[src/rtl/mem_arbiter_rr_pkg.sv]
// Shared types and helpers for the round-robin memory arbiter.
// Holds the FSM state encoding and index-width arithmetic.
package mem_arb_pkg;

  typedef enum logic {
    IDLE   = 1'b0,
    ACCESS = 1'b1
  } state_e;

  function automatic int clog2(input int n);
    int r;
    r = 0;
    for (int i = 0; i < 31; i++) begin
      if ((1 << i) < n) r = i + 1;
    end
    return r;
  endfunction

  function automatic int idx_width(input int n);
    return (clog2(n) < 1) ? 1 : clog2(n);
  endfunction

endpackage

[src/rtl/mem_arbiter_rr_if.sv]
// Core-side and RAM-side bus bundle of the round-robin arbiter.
// slave = arbiter side, master = cores/RAM/environment side.
interface mem_arbiter_rr_if
  import mem_arb_pkg::*;
#(
  parameter int WIDTH      = 32,
  parameter int ADDR_WIDTH = 32,
  parameter int CORE_NUM   = 4
);
  localparam int IDX_W = idx_width(CORE_NUM);

  logic [CORE_NUM-1:0]            request;
  logic [CORE_NUM-1:0]            wren_core;
  logic [CORE_NUM*ADDR_WIDTH-1:0] address_in;
  logic [CORE_NUM*WIDTH-1:0]      data_in;
  logic [CORE_NUM*WIDTH-1:0]      data_out;
  logic [CORE_NUM-1:0]            response;
  logic [ADDR_WIDTH-1:0]          address;
  logic [WIDTH-1:0]               data_write;
  logic                           wren;
  logic [WIDTH-1:0]               data_read;
  logic                           busy;
  logic [IDX_W-1:0]               grant_idx;

  modport slave (
    input  request,
    input  wren_core,
    input  address_in,
    input  data_in,
    input  data_read,
    output data_out,
    output response,
    output address,
    output data_write,
    output wren,
    output busy,
    output grant_idx
  );

  modport master (
    output request,
    output wren_core,
    output address_in,
    output data_in,
    output data_read,
    input  data_out,
    input  response,
    input  address,
    input  data_write,
    input  wren,
    input  busy,
    input  grant_idx
  );

endinterface

[src/rtl/mem_arbiter_rr_pick.sv]
// Combinational round-robin picker: first set bit at or above ptr_i,
// found by a priority search over the doubled request vector.
module rr_pick
  import mem_arb_pkg::*;
#(
  parameter int N     = 4,
  parameter int IDX_W = idx_width(N)
) (
  input  logic [N-1:0]     elig_i,
  input  logic [IDX_W-1:0] ptr_i,
  output logic [IDX_W-1:0] idx_o,
  output logic             vld_o
);

  logic [2*N-1:0] dbl;
  logic           found;

  assign dbl = {elig_i, elig_i};

  always_comb begin
    found = 1'b0;
    idx_o = '0;
    for (int k = 0; k < 2*N; k++) begin
      if (!found && k >= int'(ptr_i) && dbl[k]) begin
        found = 1'b1;
        idx_o = (k >= N) ? IDX_W'(k - N) : IDX_W'(k);
      end
    end
    vld_o = found;
  end

endmodule

[src/rtl/mem_arbiter_rr.sv]
// Work-conserving round-robin arbiter: CORE_NUM cores onto one
// single-port RAM with a fixed read latency of MEM_LATENCY cycles.
module mem_arbiter_rr
  import mem_arb_pkg::*;
#(
  parameter int WIDTH       = 32,
  parameter int ADDR_WIDTH  = 32,
  parameter int CORE_NUM    = 4,
  parameter int MEM_LATENCY = 4
) (
  input logic             clk,
  input logic             reset,
  mem_arbiter_rr_if.slave bus
);

  localparam int IDX_W = idx_width(CORE_NUM);
  localparam int CNT_W = idx_width(MEM_LATENCY);

  state_e                  state_q, state_d;
  logic [IDX_W-1:0]        ptr_q, ptr_d;
  logic [CNT_W-1:0]        cnt_q, cnt_d;
  logic [ADDR_WIDTH-1:0]   addr_q, addr_d;
  logic                    wren_q, wren_d;
  logic [WIDTH-1:0]        wdata_q, wdata_d;
  logic [IDX_W-1:0]        gidx_q, gidx_d;
  logic [CORE_NUM-1:0]     resp_q, resp_d;
  logic [CORE_NUM*WIDTH-1:0] dout_q, dout_d;

  logic [CORE_NUM-1:0]     eligible;
  logic [IDX_W-1:0]        pick_idx;
  logic                    pick_vld;

  // Mask the core seeing its response pulse so it is not re-granted at once
  assign eligible = bus.request & ~resp_q;

  rr_pick #(
    .N     (CORE_NUM),
    .IDX_W (IDX_W)
  ) u_pick (
    .elig_i (eligible),
    .ptr_i  (ptr_q),
    .idx_o  (pick_idx),
    .vld_o  (pick_vld)
  );

  always_comb begin
    state_d = state_q;
    ptr_d   = ptr_q;
    cnt_d   = cnt_q;
    addr_d  = addr_q;
    wren_d  = wren_q;
    wdata_d = wdata_q;
    gidx_d  = gidx_q;
    resp_d  = '0;
    dout_d  = dout_q;
    unique case (state_q)
      IDLE: begin
        if (pick_vld) begin
          for (int c = 0; c < CORE_NUM; c++) begin
            if (pick_idx == IDX_W'(c)) begin
              addr_d = bus.address_in[c*ADDR_WIDTH +: ADDR_WIDTH];
              wren_d = bus.wren_core[c];
              if (bus.wren_core[c])
                wdata_d = bus.data_in[c*WIDTH +: WIDTH];
            end
          end
          gidx_d  = pick_idx;
          cnt_d   = CNT_W'(MEM_LATENCY - 1);
          state_d = ACCESS;
        end
      end
      ACCESS: begin
        if (cnt_q != '0) begin
          cnt_d = cnt_q - 1'b1;
        end else begin
          for (int c = 0; c < CORE_NUM; c++) begin
            if (gidx_q == IDX_W'(c)) begin
              resp_d[c] = 1'b1;
              if (!wren_q)
                dout_d[c*WIDTH +: WIDTH] = bus.data_read;
            end
          end
          wren_d  = 1'b0;
          ptr_d   = (gidx_q == IDX_W'(CORE_NUM - 1)) ?
                    '0 : gidx_q + 1'b1;
          state_d = IDLE;
        end
      end
      default: state_d = IDLE;
    endcase
  end

  always_ff @(posedge clk or posedge reset) begin
    if (reset) begin
      state_q <= IDLE;
      ptr_q   <= '0;
      cnt_q   <= '0;
      addr_q  <= '0;
      wren_q  <= 1'b0;
      wdata_q <= '0;
      gidx_q  <= '0;
      resp_q  <= '0;
      dout_q  <= '0;
    end else begin
      state_q <= state_d;
      ptr_q   <= ptr_d;
      cnt_q   <= cnt_d;
      addr_q  <= addr_d;
      wren_q  <= wren_d;
      wdata_q <= wdata_d;
      gidx_q  <= gidx_d;
      resp_q  <= resp_d;
      dout_q  <= dout_d;
    end
  end

  assign bus.address    = addr_q;
  assign bus.wren       = wren_q;
  assign bus.data_write = wdata_q;
  assign bus.grant_idx  = gidx_q;
  assign bus.response   = resp_q;
  assign bus.data_out   = dout_q;
  assign bus.busy       = (state_q == ACCESS);

endmodule
[src/flat_wrapper.sv]
// flat-port wrapper written by rule: the top's interface ports become plain ports
module mem_arbiter_rr_flat import mem_arb_pkg::*;
#(
  parameter int WIDTH       = 32,
  parameter int ADDR_WIDTH  = 32,
  parameter int CORE_NUM    = 4,
  parameter int MEM_LATENCY = 4
)
  (clk, reset, bus_request, bus_wren_core, bus_address_in, bus_data_in, bus_data_read, bus_data_out, bus_response, bus_address, bus_data_write, bus_wren, bus_busy, bus_grant_idx);
  mem_arbiter_rr_if #(.WIDTH(WIDTH), .ADDR_WIDTH(ADDR_WIDTH), .CORE_NUM(CORE_NUM)) bus_i ();
  input logic clk;
  input logic reset;
  input wire logic [$bits(bus_i.request)-1:0] bus_request;
  input wire logic [$bits(bus_i.wren_core)-1:0] bus_wren_core;
  input wire logic [$bits(bus_i.address_in)-1:0] bus_address_in;
  input wire logic [$bits(bus_i.data_in)-1:0] bus_data_in;
  input wire logic [$bits(bus_i.data_read)-1:0] bus_data_read;
  output wire logic [$bits(bus_i.data_out)-1:0] bus_data_out;
  output wire logic [$bits(bus_i.response)-1:0] bus_response;
  output wire logic [$bits(bus_i.address)-1:0] bus_address;
  output wire logic [$bits(bus_i.data_write)-1:0] bus_data_write;
  output wire logic [$bits(bus_i.wren)-1:0] bus_wren;
  output wire logic [$bits(bus_i.busy)-1:0] bus_busy;
  output wire logic [$bits(bus_i.grant_idx)-1:0] bus_grant_idx;
  assign bus_i.request = bus_request;
  assign bus_i.wren_core = bus_wren_core;
  assign bus_i.address_in = bus_address_in;
  assign bus_i.data_in = bus_data_in;
  assign bus_i.data_read = bus_data_read;
  assign bus_data_out = bus_i.data_out;
  assign bus_response = bus_i.response;
  assign bus_address = bus_i.address;
  assign bus_data_write = bus_i.data_write;
  assign bus_wren = bus_i.wren;
  assign bus_busy = bus_i.busy;
  assign bus_grant_idx = bus_i.grant_idx;
  mem_arbiter_rr #(.WIDTH(WIDTH), .ADDR_WIDTH(ADDR_WIDTH), .CORE_NUM(CORE_NUM), .MEM_LATENCY(MEM_LATENCY)) u_core (.clk(clk), .reset(reset), .bus(bus_i));
endmodule
[config.mk]
export PLATFORM = sky130hd
export DESIGN_NAME = mem_arbiter_rr_flat
export DESIGN_NICKNAME = d
export VERILOG_FILES = /design/src/rtl/mem_arbiter_rr_pkg.sv /design/src/rtl/mem_arbiter_rr_if.sv /design/src/rtl/mem_arbiter_rr_pick.sv /design/src/rtl/mem_arbiter_rr.sv /design/src/flat_wrapper.sv
export SDC_FILE = /design/constraint.sdc
export NUM_CORES = 1
export LEC_CHECK = 0
export ABC_AREA = 0
export BUFFER_PORTS_ARGS = -buffer_cell sky130_fd_sc_hd__buf_2
export CAP_MARGIN = 10
export CORE_AREA = 5 5 192 194
export DETAILED_ROUTE_END_ITERATION = 7
export DIE_AREA = 0 0 197 199
export PLACE_DENSITY = 0.52
export SLEW_MARGIN = 10
export SYNTH_ARGS = -nofsm -noshare
export SYNTH_HDL_FRONTEND = slang
export SYNTH_HIERARCHICAL = 1
export SYNTH_SLANG_ARGS = --single-unit
export TNS_END_PERCENT = 10
[constraint.sdc]
create_clock -name clk -period 7.5 [get_ports clk]
set_input_delay 0.375 -clock clk [delete_from_list [all_inputs] [get_ports clk]]
set_output_delay 0.375 -clock clk [all_outputs]
set_load 0.05 [all_outputs]
==> impl_metrics.env <==
export IMPL_synthCells=832
export IMPL_grt_max_degree=133
export IMPL_critPathKind="reg -> reg"
export IMPL_grt_busiest_layer="met2"
export IMPL_setup_viol_count_final=0
export IMPL_cts_max_path_buffers=3
export IMPL_hold_viol=0
export IMPL_io_pins=498
export IMPL_grtUsageTotal=0.1859
export IMPL_grt_use_met3=0.06250
export IMPL_core_area_um2=35050
export IMPL_fillers=3544
export IMPL_grt_ovfl_total=0
export IMPL_cts_root_buf="clkbuf_16"
export IMPL_drt_first_iter_violations=405
export IMPL_syn_num_nets=1135
export IMPL_drive_gt1_frac=0.5498
export IMPL_slew_violations=0
export IMPL_max_clock_freq_mhz=305.4
export IMPL_antenna_left=0
export IMPL_holdBufCountCts=0
export IMPL_power_density_cell_area_nw_per_um2=553.9
export IMPL_pre_cts_ws_ns=4.063
export IMPL_synth_distinct_cells=40
export IMPL_cts_tree="done"
export IMPL_num_vias=9049
export IMPL_dpl_cell_area_um2=12890
export IMPL_use_met1=0.2413
export IMPL_timing_final_crit_share=0.4366
export IMPL_seq_area_frac_synth=0.5046
export IMPL_synth_area_leader_cell="dfrtp_1"
export IMPL_clk_latency_ns=0.52
export IMPL_min_path_type="in -> async"
export IMPL_post_cts_resized=0
export IMPL_fin_util=0.3918
export IMPL_setup_ws_ns=4.226
export IMPL_power_leakage_nw=6.709
export IMPL_initial_utilization=0.2886
export IMPL_outcome="finished clean"
export IMPL_peakVddDrop_uv=299.4
export IMPL_numCtsBuffers=25
export IMPL_io_buffer_count=497
export IMPL_period_needed_ns=3.274
export IMPL_grt_pass1_wl_um=57470
export IMPL_finalNetCount=1592
export IMPL_p_total_mw=7.606
export IMPL_cp_max_fo=31
export IMPL_gp_congestion=0.8671
export IMPL_cp_cell_sequence="mux2i_1, nor2_1, a311oi_4, nand3b_2, o22a_1, o221ai_1, a21oi_1"
export IMPL_num_rows=69
export IMPL_ys_warn_count=6
export IMPL_tightest_slew_ns=1.069
export IMPL_htree_levels=1
export IMPL_wl_um=38390
export IMPL_cp_end_kind="register"
export IMPL_dp_hpwl_um=27690
export IMPL_synth_area_top_cells="dfrtp_1, mux2_2, mux4_2"
export IMPL_required_ns=7.90
export IMPL_cp_top_family="compound AO/OA/AOI/OAI gates"
export IMPL_arrival_ns=3.68
export IMPL_wl_per_cell_um=21.65
export IMPL_vias_per_cell=5.104
export IMPL_grt_pass1_vias=9344
export IMPL_synth_area_um2=10120
export IMPL_hold_worst_slack_ns=0.07833
export IMPL_use_met2=0.3012
export IMPL_dieArea_um2=39200
export IMPL_stdcell_area_um2=13730
export IMPL_dp_cells=1723
export IMPL_die_w_um=197
export IMPL_fin_tns_setup_ns=0
export IMPL_start_kind="register"
export IMPL_slowest_delay_ns=0.88
export IMPL_maxSlewHeadroom=0.2864
export IMPL_antenna_found_initial=16
export IMPL_avgSynthCellArea_um2=12.16
export IMPL_firstDrtPassIters=5
export IMPL_max_cap_violations=0
export IMPL_synth_top_area_share=0.5046
export IMPL_slowest_stage="a311oi_4"
export IMPL_fin_cells=1773
export IMPL_rsz0062_at_grt="false"
export IMPL_ys_ff_latch=204
export IMPL_drc=0
export IMPL_fin_skew_ns=0.01557
export IMPL_clock_sinks=204
export IMPL_worst_path_buf_inv=0
export IMPL_clkTransAtPathRegs_ns=0.06
export IMPL_area_growth_pct=35.75
export IMPL_cts_setup_buffers=0
export IMPL_die_h_um=199
sequential cells by signal (all words and copies together), names as in the netlist:
| signal | count |
|---|---|
| u_core/bus.address | 32 |
| u_core/bus.busy | 1 |
| u_core/bus.data_out | 128 |
| u_core/bus.data_write | 32 |
| u_core/bus.grant_idx | 2 |
| u_core/bus.response | 4 |
| u_core/bus.wren | 1 |
| u_core/cnt_q | 2 |
| u_core/ptr_q | 2 |
routing by layer:
| layer | vias up | routed length (um) | part of all wire |
|---|---|---|---|
| met4 | 22 | 870 | 0.023 |
| met2 | 432 | 18030 | 0.47 |
| met5 | - | 104 | 0.0027 |
| met3 | 73 | 3759 | 0.098 |
| li1 | 4048 | - | - |
| met1 | 4474 | 15630 | 0.41 |
Yosys cell counts:
library cell and count:
mux2_4 1, buf_6 11, nand3b_2 1, and2b_1 1
o22ai_1 31, or4_1 1, mux2_2 127, and3_1 4
a311oi_1 1, o2bb2a_1 1, a2111oi_1 1, nand2b_1 4
mux2i_1 2, buf_2 39, o22a_1 1, a2bb2oi_1 30
a21o_1 31, nand3_1 3, buf_1 3, clkbuf_1 20
or3b_1 1, nand2_1 102, nor2_1 7, a21oi_1 71
o221ai_1 31, dfrtp_1 204, a211o_1 1, mux2_1 1
mux4_2 33, and2_1 1, o211ai_1 1, o21ai_0 5
nor3b_1 1, o2bb2ai_1 30, nor2b_1 7, inv_1 10
ha_1 5, o31ai_1 2, buf_4 5, o31a_1 1
final cells by class:
type	count	area, um^2	share of cell area
Clock buffer	36	706.9	0.05148
Timing Repair Buffer	508	2570	0.1872
Tap cell	461	576.8	0.04200
Multi-Input combinational cell	540	4589	0.3342
Antenna cell	6	15.01	0.001093
Inverter	10	45.04	0.003280
Sequential cell	204	5105	0.3718
Clock inverter	8	123.9	0.009021
cell families after synthesis:
| group | synth area share |
|---|---|
| AOI/OAI and AO/OA | 0.1662 |
| DFF | 0.5046 |
| muxes | 0.2194 |
| and+or+nand+nor | 0.05603 |
| buffers and inverters | 0.04750 |
| adders and majority gates | 0.006184 |
worst reg2reg max path: cells and delay by family, from the launching register on:
| family | cells | cell delay, ns |
|---|---|---|
| AND/OR/NAND/NOR | 2 | 0.91 |
| AO/OA/AOI/OAI | 4 | 1.54 |
| flip-flops | 1 | 0.51 |
| multiplexers | 1 | 0.23 |
placed cells by master (no fill, tap or decap), drive strengths merged, types with 31 or more instances in the layout:
cell type,instances
a21o,31
a21oi,71
buf,508
clkbuf,36
dfrtp,204
mux2,129
mux4,33
nand2,102
o221ai,31
o22ai,31
report_power, final:
group	internal, mW	switching (mW)
clock network	0.755	0.462
logic	1.27	3.13
registers	1.66	0.335
total	3.68	3.93
final timing paths:
kind                            depth (start not counted)  slack (ns)                        end             start
worst max-delay path                                    7        4.23  u_core/bus.data_write[30]   u_core/ptr_q[1]
worst min-delay path                                    2        0.08      u_core/bus.address[8]             reset
worst max register to register                          7        4.23  u_core/bus.data_write[30]   u_core/ptr_q[1]
worst min register to register                          1        0.46            u_core/cnt_q[0]   u_core/cnt_q[0]
max in group asynchronous                               3        5.88    u_core/bus.data_out[27]             reset
min in group clk                                        3        0.12  u_core/bus.data_write[30]  bus_data_in[126]
Note: power is estimated with default switching activity, not from simulation.
